===== config.mk =====
export PLATFORM = sky130hd
export DESIGN_NAME = axis_rr_arbiter
export DESIGN_NICKNAME = d
export VERILOG_FILES = /design/src/rtl/axis_rr_arbiter.sv
export SDC_FILE = /design/constraint.sdc
export NUM_CORES = 1
export LEC_CHECK = 0
export ABC_CLOCK_PERIOD_IN_PS = 3300
export CAP_MARGIN = 0
export CORE_ASPECT_RATIO = 1.1
export CORE_MARGIN = 2
export CORE_UTILIZATION = 41
export CTS_BUF_LIST = sky130_fd_sc_hd__clkbuf_4 sky130_fd_sc_hd__clkbuf_8
export DETAILED_ROUTE_END_ITERATION = 7
export MAX_ROUTING_LAYER = met4
export PLACE_DENSITY = 0.88
export SYNTH_ARGS = -nofsm -noshare
export SYNTH_HDL_FRONTEND = slang
export SYNTH_SLANG_ARGS = --single-unit

===== constraint.sdc =====
create_clock -name clk -period 3.3 [get_ports clk]
set_input_delay 0.33 -clock clk [delete_from_list [all_inputs] [get_ports clk]]
set_output_delay 0.33 -clock clk [all_outputs]
set_load 0.05 [all_outputs]

===== src/rtl/axis_rr_arbiter.sv =====
// -----------------------------------------------------------------------------
// axis_rr_arbiter
//
// Packet-level round-robin arbiter. It shares one AXI4-Stream slave between
// N_SRC stream masters. One source is granted at a time, and the grant is held
// until that source's tlast beat is accepted downstream, so packets never
// interleave.
//
// Timing:
//   - Arbitration takes one cycle in IDLE.
//   - Beats pass through LOCK combinationally, with zero added latency.
//   - After every packet the arbiter spends one IDLE cycle before the next
//     grant.
//
// Optional feature (macro ARB_PKT_CNT_EN):
//   - defined   : adds pkt_cnt (completed-packet count, 16-bit wrapping) and
//                 src_pkt_cnt (per-source 8-bit wrapping counts, source i at
//                 [i*8 +: 8]).
//   - undefined : no counters and no extra ports.
//
// Ports:
//   clk          clock, all state on rising edge
//   rst          asynchronous active-low reset
//   s_valid      per-source tvalid               [N_SRC]
//   s_data       per-source tdata, i at [i*DW +: DW]
//   s_last       per-source tlast                [N_SRC]
//   s_ready      per-source tready               [N_SRC]
//   m_valid      tvalid to shared slave
//   m_data       tdata to shared slave           [DW]
//   m_last       tlast to shared slave
//   m_ready      tready from shared slave
//   grant_idx    currently (or last) granted source
//   busy         high while a packet is locked
//   pkt_cnt      (ARB_PKT_CNT_EN) completed packets
//   src_pkt_cnt  (ARB_PKT_CNT_EN) per-source completed packets
// -----------------------------------------------------------------------------
module axis_rr_arbiter #(
    parameter int N_SRC = 4,
    parameter int DW    = 8,
    parameter int IW    = 2
) (
    input  logic                clk,
    input  logic                rst,
    input  logic [N_SRC-1:0]    s_valid,
    input  logic [N_SRC*DW-1:0] s_data,
    input  logic [N_SRC-1:0]    s_last,
    output logic [N_SRC-1:0]    s_ready,
    output logic                m_valid,
    output logic [DW-1:0]       m_data,
    output logic                m_last,
    input  logic                m_ready,
    output logic [IW-1:0]       grant_idx,
    output logic                busy
`ifdef ARB_PKT_CNT_EN
    ,
    output logic [15:0]         pkt_cnt,
    output logic [N_SRC*8-1:0]  src_pkt_cnt
`endif
);

    typedef enum logic [0:0] {
        ST_IDLE = 1'b0,
        ST_LOCK = 1'b1
    } state_t;

    state_t          state_r;
    logic [IW-1:0]   rr_ptr_r;
    logic [IW-1:0]   grant_r;
    logic            busy_r;

    logic            handshake_s;
    logic            pkt_done_s;
    logic            any_req_s;
    logic [IW-1:0]   pick_s;

    // Successor index modulo N_SRC (N_SRC need not be a power of two).
    function automatic logic [IW-1:0] next_idx(input logic [IW-1:0] idx);
        logic [IW-1:0] nxt;
        if (idx == IW'(N_SRC - 1)) begin
            nxt = {IW{1'b0}};
        end else begin
            nxt = idx + IW'(1);
        end
        return nxt;
    endfunction

    // First requester found when scanning ptr, ptr+1, ... (mod N_SRC).
    function automatic logic [IW-1:0] rr_pick(input logic [N_SRC-1:0] req,
                                              input logic [IW-1:0]    ptr);
        logic [IW-1:0] cand;
        logic [IW-1:0] sel;
        logic          found;
        cand  = ptr;
        sel   = ptr;
        found = 1'b0;
        for (int k = 0; k < N_SRC; k++) begin
            if (!found && req[cand]) begin
                sel   = cand;
                found = 1'b1;
            end else begin
                sel   = sel;
            end
            cand = next_idx(cand);
        end
        return sel;
    endfunction

    // Request summary and round-robin candidate for the arbitration cycle.
    always_comb begin
        any_req_s = |s_valid;
        pick_s    = rr_pick(s_valid, rr_ptr_r);
    end

    // Stream mux: only the locked source is connected to the slave; all else idle.
    always_comb begin
        m_valid = 1'b0;
        m_data  = {DW{1'b0}};
        m_last  = 1'b0;
        s_ready = {N_SRC{1'b0}};
        for (int i = 0; i < N_SRC; i++) begin
            if (busy_r && (grant_r == IW'(i))) begin
                m_valid    = s_valid[i];
                m_data     = s_data[i*DW +: DW];
                m_last     = s_last[i];
                s_ready[i] = m_ready;
            end else begin
                s_ready[i] = 1'b0;
            end
        end
    end

    // Beat and end-of-packet detection on the shared slave side.
    always_comb begin
        handshake_s = m_valid & m_ready;
        pkt_done_s  = handshake_s & m_last;
    end

    // Arbitration FSM: grant in IDLE, hold until the tlast handshake, then advance pointer.
    always_ff @(posedge clk or negedge rst) begin
        if (!rst) begin
            state_r  <= ST_IDLE;
            rr_ptr_r <= {IW{1'b0}};
            grant_r  <= {IW{1'b0}};
            busy_r   <= 1'b0;
        end else begin
            case (state_r)
                ST_IDLE: begin
                    if (any_req_s) begin
                        grant_r <= pick_s;
                        busy_r  <= 1'b1;
                        state_r <= ST_LOCK;
                    end else begin
                        busy_r  <= 1'b0;
                        state_r <= ST_IDLE;
                    end
                end
                ST_LOCK: begin
                    if (pkt_done_s) begin
                        // Pointer moves past the winner even if it is the only requester.
                        rr_ptr_r <= next_idx(grant_r);
                        busy_r   <= 1'b0;
                        state_r  <= ST_IDLE;
                    end else begin
                        busy_r   <= 1'b1;
                        state_r  <= ST_LOCK;
                    end
                end
                default: begin
                    busy_r  <= 1'b0;
                    state_r <= ST_IDLE;
                end
            endcase
        end
    end

    assign grant_idx = grant_r;
    assign busy      = busy_r;

`ifdef ARB_PKT_CNT_EN
    logic [15:0]        pkt_cnt_r;
    logic [N_SRC*8-1:0] src_pkt_cnt_r;

    // Completed-packet counters; all wrap naturally at their width.
    always_ff @(posedge clk or negedge rst) begin
        if (!rst) begin
            pkt_cnt_r     <= 16'd0;
            src_pkt_cnt_r <= {(N_SRC*8){1'b0}};
        end else begin
            if (pkt_done_s) begin
                pkt_cnt_r <= pkt_cnt_r + 16'd1;
            end else begin
                pkt_cnt_r <= pkt_cnt_r;
            end
            for (int i = 0; i < N_SRC; i++) begin
                if (pkt_done_s && (grant_r == IW'(i))) begin
                    src_pkt_cnt_r[i*8 +: 8] <= src_pkt_cnt_r[i*8 +: 8] + 8'd1;
                end else begin
                    src_pkt_cnt_r[i*8 +: 8] <= src_pkt_cnt_r[i*8 +: 8];
                end
            end
        end
    end

    assign pkt_cnt     = pkt_cnt_r;
    assign src_pkt_cnt = src_pkt_cnt_r;
`endif

endmodule


==> results of run 1 <==
==> layout by cell type (no fill, tap or decap), types with 2 or more instances in the layout <==
master	count
a21oi_1	15
a221oi_1	4
a31oi_1	2
and2_1	4
and3_1	5
clkbuf_4	4
clkdlybuf4s50_1	59
dfrtp_1	5
ha_1	4
inv_1	7
mux2_1	2
mux2i_1	3
nand2_1	10
nand3b_1	6
nor2_1	19
nor2b_1	2
nor3_1	7
o21ai_0	5
==> cells by family after synthesis <==
group | Yosys count | share of synthesized area [%]
compound gates | 41 | 28.7
simple gates | 62 | 35.7
xor+xnor | 1 | 0.892
fa+ha+maj | 5 | 6.37
flops | 5 | 12.7
buf+inv | 15 | 6.88
mux | 7 | 8.79
==> final cells by class <==
| cell class | instances | area (µm²) | area share [%] |
|---|---|---|---|
| clock buffer | 4 | 30.0 | 1.87 |
| multi-input combinational | 116 | 792 | 49.5 |
| tap | 30 | 37.5 | 2.34 |
| sequential | 5 | 125 | 7.81 |
| timing repair buffer | 59 | 591 | 36.9 |
| inverter | 7 | 26.3 | 1.64 |
==> worst max-delay path: stages, from the launching register on <==
cell and delay [ns]:
dfrtp_1 0.44, inv_1 0.12, ha_1 0.31, nor2b_2 0.29, a221oi_1 0.12, nor3_1 0.23, a21oi_1 0.07, nor2_1 0.11
clkdlybuf4s50_1 0.82
==> flip-flops by register name (all words and copies together) (netlist names) <==
register,count
grant_idx,2
rr_ptr_r,2
busy,1
==> path summary, 6_finish.rpt <==
check / start / endpoint / depth (start not counted)
setup / recovery: grant_idx[0]$_DFFE_PN0P_ / m_data[5] / 8
hold / removal: rst / rr_ptr_r[0]$_DFFE_PN0P_ / 1
setup reg to reg: rr_ptr_r[0]$_DFFE_PN0P_ / grant_idx[0]$_DFFE_PN0P_ / 5
hold reg to reg: rr_ptr_r[1]$_DFFE_PN0P_ / rr_ptr_r[1]$_DFFE_PN0P_ / 1
max in group asynchronous: rst / grant_idx[0]$_DFFE_PN0P_ / 1
min in group clk: rr_ptr_r[1]$_DFFE_PN0P_ / rr_ptr_r[1]$_DFFE_PN0P_ / 1
==> power breakdown <==
group	switching, mW	internal, mW
Sequential	0.0590	0.0854
Combinational	0.832	0.520
Clock	0.0259	0.0540
==> per-stage QoR <==
stage          utilization, %  power, mW  hold WS (ns)  std cells
6_report                 71.1       1.58         0.299        221
5_1_grt                  71.1       1.69         0.321        221
4_1_cts                  71.0       1.58         0.299        221
3_5_place_dp             69.7       1.49         0.565        217
3_3_place_gp             69.7       1.46         0.551        217
2_1_floorplan               -       1.12        0.0344        136
==> layer usage <==
layer / up-vias / routed length [µm] / global-route usage [%]
met5: - / 0 / -
li1: 618 / - / -
met1: 580 / 1430 / 33.8
met3: 4 / 230 / 2.70
met4: 0 / 49 / 8.11
met2: 53 / 1550 / 40.8
==> metrics.md, run 1 <==
| Metric | Value |
|---|---|
| Hold-fix buffers, CTS | 0 |
| Synth Register Bits | 5 |
| CP required | 2.97 ns |
| Clock Skew | 0.00231 ns |
| Startpoint Class | register |
| Distinct cells, synth | 47 |
| Fin Setup TNS | 0 ns |
| CTS Root Cell | clkbuf_4 |
| Post-DP Area | 1570 µm² |
| Post-synthesis sequential area ratio | 12.7% |
| Htree depth | 1 |
| Post-CTS setup buffers | 0 |
| Cell Area, Synth | 982 µm² |
| # resized after CTS | 0 |
| Most frequent cells after synthesis | 19 x nor2_1, 15 x a21oi_1, 10 x nand2_1 |
| Crit Path Class | register to output port |
| Synth async-reset ratio | 100% |
| Pin count of the biggest net entering global routing | 23 |
| Avg Cell Area, Syn | 7.22 µm² |
| Row cnt | 18 |
| CP endpoint kind | output port |
| Tcrit/Tclk final | 93.6% |
| Antenna violations before repair | 0 |
| Final setup fails | 0 |
| Gate Count Post-Synth | 136 |
| Synth area leader | dfrtp_1 |
| EDFF count, synth | 0 |
| Relative slew slack | 51.6% |
| First-pass GRT wire length | 5550 µm |
| Net count, final | 240 |
| Status | finished clean |
| CTS tree | yes |
| Drt drc | 0 |
| DP HPWL | 2570 µm |
| Number of antenna repair diodes | 0 |
| Synth warnings | 0 |
| Chip Height | 55.3 µm |
| Setup WS post-layout | 0.211 ns |
| Critical path arrival | 2.76 ns |
| Die area | 2800 µm² |
| CTS Buffer Depth | 2 |
| R2R setup slack | 0.82 ns |
| Count leader, synth | nor2_1 |
| IO Count | 60 |
| CTS Buf Count | 3 |
| GRT overflow | 0 |
| Crit path max fanout | 7 |
| Layout cells sized above 1 | 6.81% |
| Max VDD drop | 0.865 mV |
| Starting Density | 43.6% |
| Vias | 1255 |
| P_leak | 0.634 nW |
| Count of final max-slew check failures | 0 |
| Port buffer count | 59 |
| Post-route antenna net violation count | 0 |
| Top cell type's share of synthesized area | 12.7% |
| 1st-iter DRT viols | 39 |
| Clock Latency Late Sink | 0.24 ns |
| Main flop type after synthesis | dfrtp_1 |
| All-Layer GR Usage | 25.6% |
| Fmax | 324 MHz |
| Worst hold path type | input pin to async pin |
| Period minus WS final | 3.09 ns |
| First-pass iteration count of the detailed router | 4 |
| Avg WL per Cell | 14.8 µm |
| GPL Wtd Cong | 0.848 |
| Clk pin slew, worst setup/hold paths | 0.04 ns |
| Core Footprint | 2250 µm² |
| Die width | 50.7 µm |
| P&R area growth vs syn | 63.1% |
| Design area | 1600 µm² |
| Post-Syn Nets | 184 |
| Filler cells | 189 |
| Hold Vio Cnt, Final | 0 |
| Worst Tran Pin Value | 0.726 ns |
| RSZ-0062 raised after global routing | false |
| Power Density | 984 nW/µm² |
| Vias in the first global route | 1207 |
| Clock sink total | 5 |
| Area contributors post-synth | dfrtp_1 13%, a21oi_1 7.6%, nor2_1 7.3% |
| Placement Setup Slack | 0.441 ns |
| Post-Route WL | 3260 µm |
| Max cap viols | 0 |
| Drt via density | 5.68 |
Note: power is estimated with default switching activity, not from simulation.
==> run 2, diff against run 1 <==
CORE_UTILIZATION = 30   (was 41)
CTS_CLUSTER_SIZE = 25   (was default)
PLACE_DENSITY = 0.67   (was 0.88)
==> run 2 against run 1 <==
  * Global-route usage is 7.0 points lower
  * Flip-flop and latch count unchanged
  * Fmax up 2.5%
  * Critical path depth is 1 lower
  * Die area is 34% higher
  * Critical endpoint is now m_valid
  * Largest cell class unchanged
==> metrics.md, run 2 (synthesis results as in run 1) <==
| Metric | Value |
|---|---|
| Chip Height | 64.0 µm |
| CTS Root Cell | clkbuf_4 |
| Die area | 3750 µm² |
| Net count, final | 241 |
| Post-CTS setup buffers | 0 |
| IO Count | 60 |
| Clock Skew | 0.00107 ns |
| CP required | 2.97 ns |
| RSZ-0062 raised after global routing | false |
| Hold Vio Cnt, Final | 0 |
| Core Footprint | 3070 µm² |
| R2R setup slack | 0.87 ns |
| CTS tree | yes |
| Final setup fails | 0 |
| Status | finished clean |
| Avg WL per Cell | 14.9 µm |
| Number of antenna repair diodes | 0 |
| P&R area growth vs syn | 64.1% |
| CP max stage cell | clkdlybuf4s50_1 |
| Crit path buffers/inverters | 2 |
| Commonest non-fill, non-tap cell in the layout | clkdlybuf4s50_1 |
| Relative slew slack | 53.1% |
| CP cell instances | inv_1 -> ha_1 -> nand2_1 -> a311oi_1 -> a21oi_1 -> nor2_1 -> clkdlybuf4s50_1 |
| Vias | 1266 |
| Port buffer count | 59 |
| Fmax | 332 MHz |
| Max VDD drop | 0.623 mV |
| Count of final max-slew check failures | 0 |
| Power Density | 972 nW/µm² |
| Fin Setup TNS | 0 ns |
| # resized after CTS | 0 |
| Post-route antenna net violation count | 0 |
| CP endpoint kind | output port |
| Clock Latency Late Sink | 0.24 ns |
| First-pass iteration count of the detailed router | 4 |
| Die width | 58.6 µm |
| Drt via density | 5.60 |
| Htree depth | 1 |
| First-pass GRT wire length | 5440 µm |
| Hold Slack | 0.311 ns |
| Starting Density | 31.9% |
| Period minus WS final | 3.01 ns |
| Clk pin slew, worst setup/hold paths | 0.04 ns |
| Commonest non-fill, non-tap cells in the layout | 59 x clkdlybuf4s50_1, 19 x nor2_1, 15 x a21oi_1 |
| Critical path arrival | 2.68 ns |
| Vias in the first global route | 1213 |
| Post-Route WL | 3360 µm |
| Layout cells sized above 1 | 6.77% |
| Antenna violations before repair | 0 |
| GRT overflow | 0 |
| DP HPWL | 2700 µm |
| Placement Setup Slack | 0.530 ns |
| Setup WS post-layout | 0.285 ns |
| All-Layer GR Usage | 18.5% |
| Pin count of the biggest net entering global routing | 23 |
| Row cnt | 21 |
| CP delay by family, top | buffers and inverters |
| Hold-fix buffers, CTS | 0 |
| CTS Buffer Depth | 2 |
| Crit path max fanout | 17 |
| Worst hold path type | input pin to async pin |
| CP peak stage delay | 0.81 ns |
| P_leak | 0.641 nW |
| Clock sink total | 5 |
| Max cap viols | 0 |
| 1st-iter DRT viols | 35 |
| Tcrit/Tclk final | 91.3% |
| Startpoint Class | register |
| Drt drc | 0 |
| Worst Tran Pin Value | 0.703 ns |
| CTS Buf Count | 3 |
| Crit Path Class | register to output port |
| Final Util | 52.4% |
| GPL Wtd Cong | 0.853 |
## run 2: per-layer routing
metal	wire length (µm)	vias to the layer above	global-route usage (%)
met5	0	-	-
met3	323	2	4.45
met2	1570	66	30.1
met4	10	0	2.91
met1	1450	571	23.6
li1	-	627	-
## run 2: layout make-up
cell class | count | area, µm²
repair buffers | 60 | 598
clock buffers | 4 | 30.0
well taps | 34 | 42.5
fillers | 306 | 1460
inverters | 7 | 26.3
multi-input cells | 116 | 790
flip-flops and latches | 5 | 125
## run 2: report_power, final
| part | internal [mW] | switching [mW] |
|---|---|---|
| clock | 0.0538 | 0.0235 |
| combinational | 0.522 | 0.822 |
| sequential | 0.0854 | 0.0599 |
## run 2: path summary, 6_finish.rpt
check	from	end	cells past startpoint
worst max-delay path	grant_idx[1]$_DFFE_PN0P_	m_valid	7
worst min-delay path	rst	grant_idx[1]$_DFFE_PN0P_	1
worst max register to register	rr_ptr_r[0]$_DFFE_PN0P_	grant_idx[1]$_DFFE_PN0P_	6
worst min register to register	rr_ptr_r[1]$_DFFE_PN0P_	rr_ptr_r[1]$_DFFE_PN0P_	1
max in group asynchronous	rst	rr_ptr_r[0]$_DFFE_PN0P_	1
min in group clk	rr_ptr_r[1]$_DFFE_PN0P_	rr_ptr_r[1]$_DFFE_PN0P_	1
## run 2: worst register-to-register path, cell delays in order (launching register included)
cell and delay, ns:
dfrtp_1 0.70, ha_1 0.48, or4b_4 0.60, nand3_2 0.12, nor3_1 0.08, a41o_1 0.23, a31oi_1 0.15
## run 2: metrics by stage
stage	instance area [µm²]	total power, mW	instances
after global placement	1580	1.48	222
after floorplan	982	1.12	136
after global routing	1610	1.69	226
after CTS	1610	1.58	226
final	1610	1.57	226
after detailed placement	1580	1.49	222
==> run 3, diff against run 2 <==
CAP_MARGIN = 20   (was 0)
CORE_MARGIN = 3   (was 2)
==> run 3 against run 2 <==
  * Non-clock buffer count stayed put
  * Largest power group unchanged
  * Flip-flop and latch count unchanged
  * Highest routed layer unchanged
  * Via count is 1.1% higher
  * Die area grew 6.6%
  * Worst hold slack improved by 0.0045 ns
  * Sequential power fell by 14%
  * Wire length is 1.8% higher
  * Clock power fell by 3.2%
  * Critical endpoint is now m_data[6]
  * Total power rose by 0.52%
  * Critical path depth increased by 1
  * Fmax fell by 0.72%
==> metrics.md, run 3 (synthesis results as in run 1) <==
| Metric | Value |
|---|---|
| Startpoint Class | register |
| CTS Buf Count | 3 |
| CTS Buffer Depth | 2 |
| P_leak | 0.652 nW |
| Worst Tran Pin Value | 0.700 ns |
| Multi-input gate area in the final layout | 792 µm² |
| IO Count | 60 |
| CP cell instances | inv_1 -> ha_1 -> nor2b_2 -> a221oi_1 -> nor3_1 -> a21oi_1 -> nor2_1 -> clkdlybuf4s50_1 |
| CP endpoint kind | output port |
| Commonest non-fill, non-tap cells in the layout | 58 x clkdlybuf4s50_1, 19 x nor2_1, 15 x a21oi_1 |
| Chip Height | 66.0 µm |
| GRT overflow | 0 |
| CTS Root Cell | clkbuf_4 |
| Clock sink total | 5 |
| Post-route antenna net violation count | 0 |
| GPL Wtd Cong | 0.819 |
| Crit path buffers/inverters | 2 |
| Drt drc | 0 |
| P&R area growth vs syn | 64.6% |
| Crit path max fanout | 17 |
| All-Layer GR Usage | 16.6% |
| CP peak stage delay | 0.72 ns |
| First-pass iteration count of the detailed router | 4 |
| CP delay by family, top | buffers and inverters |
| Filler cells | 314 |
| 1st-iter DRT viols | 52 |
| Fin Setup TNS | 0 ns |
| CP required | 2.97 ns |
| Die area | 4000 µm² |
| Vias | 1280 |
| CTS tree | yes |
| Hold-fix buffers, CTS | 0 |
| Clock Latency Late Sink | 0.23 ns |
| Setup WS post-layout | 0.264 ns |
| Row cnt | 21 |
| Tot Pwr | 1.58 mW |
| Number of antenna repair diodes | 0 |
| RSZ-0062 raised after global routing | false |
| First-pass GRT wire length | 5180 µm |
| Final setup fails | 0 |
| Port buffer count | 59 |
| Commonest non-fill, non-tap cell in the layout | clkdlybuf4s50_1 |
| Critical path arrival | 2.71 ns |
| Status | finished clean |
| Htree depth | 1 |
| Count of final max-slew check failures | 0 |
| Die width | 60.6 µm |
| Reg area | 125 µm² |
| Vias in the first global route | 1173 |
| Layout cells sized above 1 | 7.29% |
| Pin count of the biggest net entering global routing | 23 |
| DP HPWL | 2680 µm |
| Net count, final | 241 |
| Avg WL per Cell | 15.1 µm |
| Placement Setup Slack | 0.441 ns |
| Starting Density | 31.7% |
| Worst hold path type | input pin to async pin |
| Drt via density | 5.66 |
| CP max stage cell | clkdlybuf4s50_1 |
| Clock Skew | 0.00157 ns |
| Power Density | 974 nW/µm² |
| Max cap viols | 0 |
| Post-Route WL | 3420 µm |
| Fmax | 329 MHz |
| Crit Path Class | register to output port |
| Post-DP Area | 1580 µm² |
| Clk pin slew, worst setup/hold paths | 0.04 ns |
| Antenna violations before repair | 0 |
| Period minus WS final | 3.04 ns |
| Relative slew slack | 53.3% |
| Tcrit/Tclk final | 92.0% |
| Hold Vio Cnt, Final | 0 |
| Max VDD drop | 0.528 mV |
| Design area | 1620 µm² |
| Core Footprint | 3100 µm² |
-- run 3: power by group --
group,switching [mW],internal [mW],leakage (nW)
logic,0.852,0.523,0.578
clock network,0.0211,0.0537,0.0184
registers,0.0394,0.0857,0.0560
total,0.912,0.663,0.652
-- run 3: layout make-up --
type,count,share of cell area (%)
Sequential cell,5,7.74
Timing Repair Buffer,60,37.2
Multi-Input combinational cell,116,49.0
Clock buffer,4,1.86
Inverter,7,1.63
Tap cell,34,2.63
-- run 3: path summary, 6_finish.rpt --
check | from | cells past startpoint | slack (ns) | endpoint
max | grant_idx[1]$_DFFE_PN0P_ | 8 | 0.26 | m_data[6]
min | rst | 1 | 0.32 | grant_idx[0]$_DFFE_PN0P_
max reg2reg | grant_idx[1]$_DFFE_PN0P_ | 7 | 0.91 | rr_ptr_r[1]$_DFFE_PN0P_
min reg2reg | grant_idx[1]$_DFFE_PN0P_ | 3 | 0.72 | grant_idx[1]$_DFFE_PN0P_
max in group asynchronous | rst | 1 | 2.80 | busy$_DFF_PN0_
min in group clk | grant_idx[1]$_DFFE_PN0P_ | 3 | 0.72 | grant_idx[1]$_DFFE_PN0P_
-- run 3: metal layers --
| layer | vias up | part of all wire (%) | wire length (µm) | GRT usage (%) |
|---|---|---|---|---|
| li1 | 621 | - | - | - |
| met1 | 595 | 43 | 1470 | 20.3 |
| met2 | 57 | 48 | 1630 | 29.2 |
| met3 | 7 | 8.3 | 282 | 1.76 |
| met4 | 0 | 1.2 | 40 | 3.25 |
| met5 | - | 0 | 0 | - |
-- run 3: per-stage QoR --
stage	instances	hold slack, ns	utilization [%]
after floorplan	136	0.0344	-
final	226	0.315	52.1
after detailed placement	222	0.566	51.0
after global routing	226	0.333	52.1
after global placement	222	0.558	51.0
after CTS	226	0.318	52.0
-- run 3: repair_timing --
action / CTS / global route
endpoints found under the setup margin: 0 / 2
buffers inserted: 0 / 0
resized for setup: 0 / 2
